--- src/rtl/mips_cpu_reg_writeback.sv ---
// Register-file write-port driver: merges ALU results with FIFO-buffered memory/mult-div
// results, issues one registered write per cycle and tracks pending writes in a busy bitmap.
module mips_cpu_reg_writeback #(
  parameter int DEPTH = 4
) (
  input  logic                     clk,
  input  logic                     reset,
  input  logic                     alu_valid,
  input  logic [4:0]               alu_reg,
  input  logic [31:0]              alu_data,
  input  logic                     mem_valid,
  input  logic [4:0]               mem_reg,
  input  logic [31:0]              mem_data,
  output logic                     mem_ready,
  input  logic                     reserve_en,
  input  logic [4:0]               reserve_reg,
  output logic [4:0]               write_reg,
  output logic [31:0]              write_data,
  output logic                     write_en,
  output logic [31:0]              busy,
  output logic [$clog2(DEPTH):0]   fifo_level
);

  localparam int PW = $clog2(DEPTH);
  localparam int CW = PW + 1;
  localparam logic [CW-1:0] FULL_LEVEL = CW'(DEPTH);

  logic [4:0]    fifo_reg  [DEPTH];
  logic [31:0]   fifo_data [DEPTH];
  logic [PW-1:0] wr_ptr;
  logic [PW-1:0] rd_ptr;
  logic [CW-1:0] count;

  logic        push;
  logic        pop;
  logic [4:0]  head_reg;
  logic [31:0] head_data;
  logic [31:0] busy_next;

  assign mem_ready  = !reset && (count < FULL_LEVEL);
  assign fifo_level = count;
  assign push       = mem_valid && mem_ready;
  // ALU has fixed priority; the FIFO only drains in cycles without an ALU result.
  assign pop        = !alu_valid && (count != '0);
  assign head_reg   = fifo_reg[rd_ptr];
  assign head_data  = fifo_data[rd_ptr];

  // NOTE: the storage array is deliberately not reset; the pointers and count define which
  // slots are valid, so stale contents can never be observed.
  always_ff @(posedge clk) begin
    if (push) begin
      fifo_reg[wr_ptr]  <= mem_reg;
      fifo_data[wr_ptr] <= mem_data;
    end
  end

  always_ff @(posedge clk) begin
    if (reset) begin
      wr_ptr <= '0;
      rd_ptr <= '0;
      count  <= '0;
    end else begin
      if (push) wr_ptr <= wr_ptr + 1'b1;
      if (pop)  rd_ptr <= rd_ptr + 1'b1;
      if (push && !pop)      count <= count + 1'b1;
      else if (pop && !push) count <= count - 1'b1;
    end
  end

  // Writes to register 0 consume their slot but never raise the write enable.
  always_ff @(posedge clk) begin
    if (reset) begin
      write_en   <= 1'b0;
      write_reg  <= '0;
      write_data <= '0;
    end else if (alu_valid) begin
      write_en   <= (alu_reg != 5'd0);
      write_reg  <= alu_reg;
      write_data <= alu_data;
    end else if (pop) begin
      write_en   <= (head_reg != 5'd0);
      write_reg  <= head_reg;
      write_data <= head_data;
    end else begin
      write_en   <= 1'b0;
    end
  end

  // NOTE: defaulting busy_next first keeps this block latch-free; the set is applied after
  // the clear so a same-register reserve wins over the retiring write.
  always_comb begin
    busy_next = busy;
    if (write_en)
      busy_next[write_reg] = 1'b0;
    if (reserve_en)
      busy_next[reserve_reg] = 1'b1;
    busy_next[0] = 1'b0;
  end

  always_ff @(posedge clk) begin
    if (reset) busy <= '0;
    else       busy <= busy_next;
  end

endmodule

--- config.mk ---
export PLATFORM = sky130hd
export DESIGN_NAME = mips_cpu_reg_writeback
export DESIGN_NICKNAME = d
export VERILOG_FILES = /design/src/rtl/mips_cpu_reg_writeback.sv
export SDC_FILE = /design/constraint.sdc
export NUM_CORES = 1
export LEC_CHECK = 0
export ABC_AREA = 1
export CAP_MARGIN = 30
export CORE_AREA = 2 2 151 153
export DETAILED_ROUTE_END_ITERATION = 12
export DIE_AREA = 0 0 153 155
export GPL_TIMING_DRIVEN = 0
export MAX_ROUTING_LAYER = met4
export PLACE_DENSITY = 0.62
export SLEW_MARGIN = 20
export SYNTH_ARGS = -nofsm -noshare
export SYNTH_HDL_FRONTEND = slang
export SYNTH_SLANG_ARGS = --single-unit
--- constraint.sdc ---
create_clock -name clk -period 7.6 [get_ports clk]
set_clock_uncertainty 0.2 [all_clocks]
set_input_delay 0.76 -clock clk [delete_from_list [all_inputs] [get_ports clk]]
set_output_delay 0.76 -clock clk [all_outputs]
set_load 0.05 [all_outputs]
==> key figures, run 1 <==
Clocking
  – Clk buf depth: 3
  – Num CTS Buffers: 24
  – Clock sink count: 226
  – Clock-pin slew on the worst setup and hold paths: 0.06 ns
  – Post-CTS Setup Inserts: 0
  – Clk root buf: clkbuf_16
  – Cts-stage hold buffer count: 0
  – CTS tree: yes
  – Post-CTS sizing: 0
  – Worst-Skew Late Latency: 0.51 ns
  – H-tree levels: 1

Synth
  – Async S/R FF share, synth: 0
  – Synth top area cells: edfxtp_1 (51%), dfxtp_1 (18%), o21ai_0 (7.9%)
  – YS warnings: 0
  – Top cell type's share of synthesized area: 0.510
  – Synth Instances: 798
  – Post-synth EDFFs: 148
  – Top FF cell, synth: edfxtp_1
  – Mapped Area: 8710 um2
  – #FFs+latches synth: 226
  – Syn_nets: 888
  – Synth Area per Inst: 10.9 um2
  – Sequential area share after synthesis: 0.689
  – Synth unique cells: 25
  – Area leader, netlist: edfxtp_1

Global routing
  – First-pass GRT wire length: 35900 um
  – Largest net degree at the start of global routing: 23
  – Initial antenna violation count: 1
  – Grt ovf: 0
  – GRT Total Usage: 0.198
  – Vias in the first global route: 6512

Run
  – # Max-Cap Violations: 0

Final layout
  – Largest reg by FF count: fifo_data
  – Fraction of layout cells with a size suffix above 1: 0.0618
  – Regs by FF count: fifo_data (128), write_data (32), busy (31)
  – # fillers: 1994
  – Area growth syn-to-layout: 32.7%
  – Final Instance Area: 11600 um2
  – Final nets: 1076
  – Max reg flops: 128

STA
  – Final Max Slew Viols: 0
  – Max frequency: 310 MHz
  – Finish-stage setup viols: 0
  – Final Hold Vio Count: 0
  – Setup_tns: 0 ns
  – RSZ-0062 raised after global routing: no
  – Final period utilization: 0.425
  – Tightest Pin Transition: 0.937 ns
  – Min Tclk post-route: 3.23 ns
  – Worst relative slew slack: 0.370

Worst setup path
  – CP Max Fanout: 5
  – Critical path class: input pin to primary output
  – R2R Path End: fifo_level[2]
  – Critical path startpoint category: input pin
  – Critical Path RT: 6.64 ns
  – Critical path arrival: 2.27 ns
  – FF-to-FF setup slack: 5.29 ns
  – Cells on worst reg2reg path: 10
  – Reg-to-reg startpoint: fifo_level[2]
  – CP Capture Type: primary output

Hold path
  – Worst hold path depth: 2
  – HP Class: flip-flop to flip-flop
  – Hold path start: rd_ptr[1]

Die
  – Row cnt: 55
  – Die Area: 23700 um2
  – Die H: 155 um
  – Starting density of the core: 0.392
  – Ports: 158
  – Core area: 22200 um2
  – Die X: 153 um

Placed design
  – Hpwl dp: 15500 um
  – Placement-stage cell area: 10800 um2
  – Count of input and output buffers: 156
  – GP Congestion: 0.783

Routing
  – Antenna-violating nets left: 0
  – DR vias: 6718
  – Drt wl/cell: 18.2 um
  – DRT Pass-1 Iters: 5
  – DR WL met3: 1580 um
  – Routed wl met2: 10900 um
  – DRC: 0
  – Uppermost routed layer: met4
  – DRT iter0 DRCs: 445
  – Post-Route M1 WL: 10500 um
  – Routed Wire Length: 23500 um
  – Vias/cell: 5.21

Pwr
  – Pwr Density: 316 nW/um2
  – Maximum VDD drop: 0.174 mV
  – Pleak: 0.00397 uW

Outcome
  – Status: complete, no violations
-- synthesized netlist by cell type (all sizes together), types with 2 or more instances --
cell type and instances:
edfxtp 148, o21ai 137, nand2 130, nor2 79
dfxtp 78, a21oi 40, a31oi 37, o22ai 33
clkbuf 27, inv 25, nand3 24, buf 18
nor3 10, ha 5, xor2 2
-- kinds of logic (layout without fill, tap and decap cells) --
family | Yosys count | count (layout) | share of synthesized area
fa+ha+maj | 6 | 6 | 0.00948
simple gates | 244 | 244 | 0.110
flops | 226 | 226 | 0.689
buf+inv | 71 | 277 | 0.0355
other cells | 1 | 2 | 0.000430
xor+xnor | 2 | 2 | 0.00201
compound gates | 248 | 248 | 0.153
-- cell usage in the layout, fill, tap and decap left out --
cell type,n
clkbuf_8,1
nand2_1,130
edfxtp_1,148
buf_16,2
clkinv_2,2
clkbuf_16,25
conb_1,1
fa_1,1
a21oi_2,1
nor3_1,10
o21bai_1,1
buf_2,8
buf_4,5
inv_2,2
nand3_1,24
dfxtp_1,78
clkdlybuf4s50_1,156
clkbuf_1,30
buf_1,4
buf_12,3
inv_6,1
inv_1,23
nor4_1,1
a21oi_1,39
nor2_4,4
ha_1,5
a31oi_1,37
clkinv_4,1
clkinv_1,7
clkinvlp_4,3
buf_6,2
o21ai_0,137
nor2_1,75
diode_2,1
xor2_1,2
o22ai_1,33
bufinv_16,2
-- worst max-delay path: stages --
cell	delay, ns
clkdlybuf4s50_1	0.53
nor2_1	0.17
clkdlybuf4s50_1	0.82
-- per-stage QoR --
stage	total power (uW)	utilization	setup slack [ns]	std cells	hold slack (ns)
after global routing	3820	0.520	4.29	1290	0.298
after CTS	3670	0.520	4.37	1289	0.262
after floorplan	2140	-	3.54	798	0.236
final	3660	0.520	4.37	1290	0.261
after global placement	2510	0.478	2.25	1239	0.253
after detailed placement	2540	0.485	4.31	1245	0.254
-- worst max path at each step --
stage	start	end	slack, ns	cells past startpoint
floorplan	reset	fifo_data[0][0]	3.54	3
global placement	reset	fifo_data[3][16]	2.25	4
detailed placement	reset	fifo_level[2]	4.31	11
CTS	reset	mem_ready	4.37	3
global route	reset	mem_ready	4.29	3
finish	reset	mem_ready	4.37	3
-- final cells by class --
class	instances	area [um2]	share of cell area
Antenna cell	1	2.50	0.000216
Buffer	45	211	0.0183
Clock buffer	29	651	0.0562
Clock inverter	15	133	0.0115
Inverter	26	97.6	0.00844
Multi-Input combinational cell	501	2430	0.210
Sequential cell	226	6010	0.519
Tap cell	285	357	0.0308
Timing Repair Buffer	162	1680	0.145
-- metal layers --
layer | global-route usage | vias up
met1 | 0.268 | 3173
met2 | 0.309 | 258
met5 | - | -
met3 | 0.0331 | 33
li1 | - | 3254
met4 | 0.0586 | 0
-- report_power, final --
group          switching, uW  total (uW)  internal, uW
registers               58.1        1480          1420
clock network            467        1150           679
logic                    707        1040           329
total                   1230        3660          2430
(Power assumes the default switching activity.)
==> run 2: changes to the inputs <==
- clock period: 7.6 -> 3.15 ns (I/O delays scaled with it)
==> key figures, run 2 (synthesis results as in run 1) <==
Final layout
  – Fraction of layout cells with a size suffix above 1: 0.0687 (+0.00690)
  – Area growth syn-to-layout: 33.5%
  – Largest reg by FF count: fifo_data
  – Regs by FF count: fifo_data (128), write_data (32), busy (31)
  – Most frequent cells in the layout: clkdlybuf4s50_1 (156), edfxtp_1 (148), o21ai_0 (137)
  – # fillers: 1977 (-0.85%)
  – Fin cells: 1290 (unchanged)
  – Final Instance Area: 11600 um2 (+0.55%)
  – Commonest non-fill, non-tap cell in the layout: clkdlybuf4s50_1
  – # diodes: 0 (-1)
  – Seq. cell area: 6010 um2 (unchanged)
  – Final nets: 1077 (+0.093%)
  – Max reg flops: 128 (unchanged)
  – Multi-input gate area: 2430 um2 (unchanged)

Worst setup path
  – Critical path startpoint category: input pin
  – Critical path class: input pin to primary output
  – Critical Path RT: 2.63 ns (-4.01 ns)
  – FF-to-FF setup slack: 0.83 ns (-4.46 ns)
  – CP Max Fanout: 5 (unchanged)
  – CP Capture Type: primary output
  – Critical path arrival: 1.87 ns (-0.40 ns)

Placed design
  – GP Congestion: 0.838 (+7.1%)
  – Count of input and output buffers: 156 (unchanged)
  – Placement-stage cell area: 10800 um2 (about the same)
  – Dpl ws: 0.257 ns (-4.06 ns)
  – Hpwl dp: 15600 um (+1.2%)
  – Cells after DPL: 1245 (unchanged)

STA
  – Finish-stage setup viols: 0 (unchanged)
  – Hold slack: 0.175 ns (-0.0856 ns)
  – Final Hold Vio Count: 0 (unchanged)
  – Tightest Pin Transition: 0.709 ns (-0.229 ns)
  – Setup_tns: 0 ns (unchanged)
  – Final Max Slew Viols: 0 (unchanged)
  – Worst relative slew slack: 0.527 (+0.156)
  – RSZ-0062 raised after global routing: no
  – Max frequency: 420 MHz
  – Min Tclk post-route: 2.38 ns
  – Post-route worst setup slack: 0.769 ns (-3.60 ns)
  – Final period utilization: 0.756

Clocking
  – Clk buf depth: 3 (unchanged)
  – Clock-pin slew on the worst setup and hold paths: 0.06 ns (about the same)
  – Num CTS Buffers: 24 (unchanged)
  – Post-CTS Setup Inserts: 0 (unchanged)
  – CTS tree: yes
  – Worst-Skew Late Latency: 0.51 ns (about the same)
  – H-tree levels: 1 (unchanged)
  – Clock sink count: 226 (unchanged)
  – Cts-stage hold buffer count: 0 (unchanged)
  – Clk root buf: clkbuf_16
  – Post-CTS sizing: 0 (unchanged)

Run
  – # Max-Cap Violations: 0 (unchanged)

Routing
  – Antenna-violating nets left: 0 (unchanged)
  – DRT iter0 DRCs: 503 (+13%)
  – DR vias: 6627 (-1.4%)
  – Routed Wire Length: 23300 um (-0.87%)
  – DRT Pass-1 Iters: 5 (unchanged)
  – DRC: 0 (unchanged)
  – Vias/cell: 5.14 (-1.4%)
  – Drt wl/cell: 18.0 um (-0.87%)

Die
  – Core area: 22200 um2 (unchanged)
  – Starting density of the core: 0.392 (unchanged)
  – Ports: 158 (unchanged)
  – Die H: 155 um (unchanged)
  – Die X: 153 um (unchanged)
  – Row cnt: 55 (unchanged)
  – Die Area: 23700 um2 (unchanged)

Pwr
  – Maximum VDD drop: 0.414 mV (+140%)
  – Pleak: 0.00401 uW (+0.99%)
  – Pwr Density: 770 nW/um2 (+140%)

Global routing
  – Largest net degree at the start of global routing: 23 (unchanged)
  – GRT Total Usage: 0.197 (-0.000774)
  – Grt ovf: 0 (unchanged)
  – First-pass GRT wire length: 35600 um (-0.69%)
  – Initial antenna violation count: 0 (-1)
  – Vias in the first global route: 6459 (-0.81%)

Outcome
  – Status: complete, no violations

Hold path
  – HP Class: input pin to flip-flop
==> run 2: power breakdown <==
group	switching, uW	internal (uW)	leakage, uW
logic	1680	783	0.00162
registers	139	3430	0.00198
clock network	1160	1770	0.000405
total	2980	5980	0.00401
==> run 2: through the flow <==
| step | util | power, uW |
|---|---|---|
| 2_1_floorplan | - | 5160 |
| 3_3_place_gp | 0.479 | 6060 |
| 3_5_place_dp | 0.485 | 6090 |
| 4_1_cts | 0.523 | 9010 |
| 5_1_grt | 0.523 | 9360 |
| 6_report | 0.523 | 8960 |
==> run 2: path summary, 6_finish.rpt <==
kind | end | depth (start not counted) | from
worst max register to register | fifo_level[2] | 10 | fifo_level[2]
worst max-delay path | mem_ready | 3 | reset
worst min-delay path | write_data[15] | 3 | alu_data[15]
worst min register to register | flip-flop | 2 | rd_ptr[1]
==> run 2: final cells by class <==
type                    count  share of cell area
plain buffers              45              0.0182
multi-input cells         501               0.209
repair buffers            163               0.146
clock buffers              30              0.0580
well taps                 285              0.0307
inverters                  26             0.00839
clock inverters            14              0.0140
flip-flops and latches    226               0.516
==> run 2: layer usage <==
| metal | GRT usage | share of wire | routed length, um | up-vias |
|---|---|---|---|---|
| li1 | - | - | - | 3240 |
| met1 | 0.253 | 0.44 | 10200 | 3122 |
| met2 | 0.328 | 0.48 | 11200 | 240 |
| met3 | 0.0345 | 0.066 | 1530 | 25 |
| met4 | 0.0476 | 0.012 | 284 | 0 |
| met5 | - | 0 | 0 | - |
==> run 2: critical path, stage by stage <==
cell             delay (ns)
clkdlybuf4s50_1        0.55
nor2_1                 0.18
clkdlybuf4s50_1        0.82
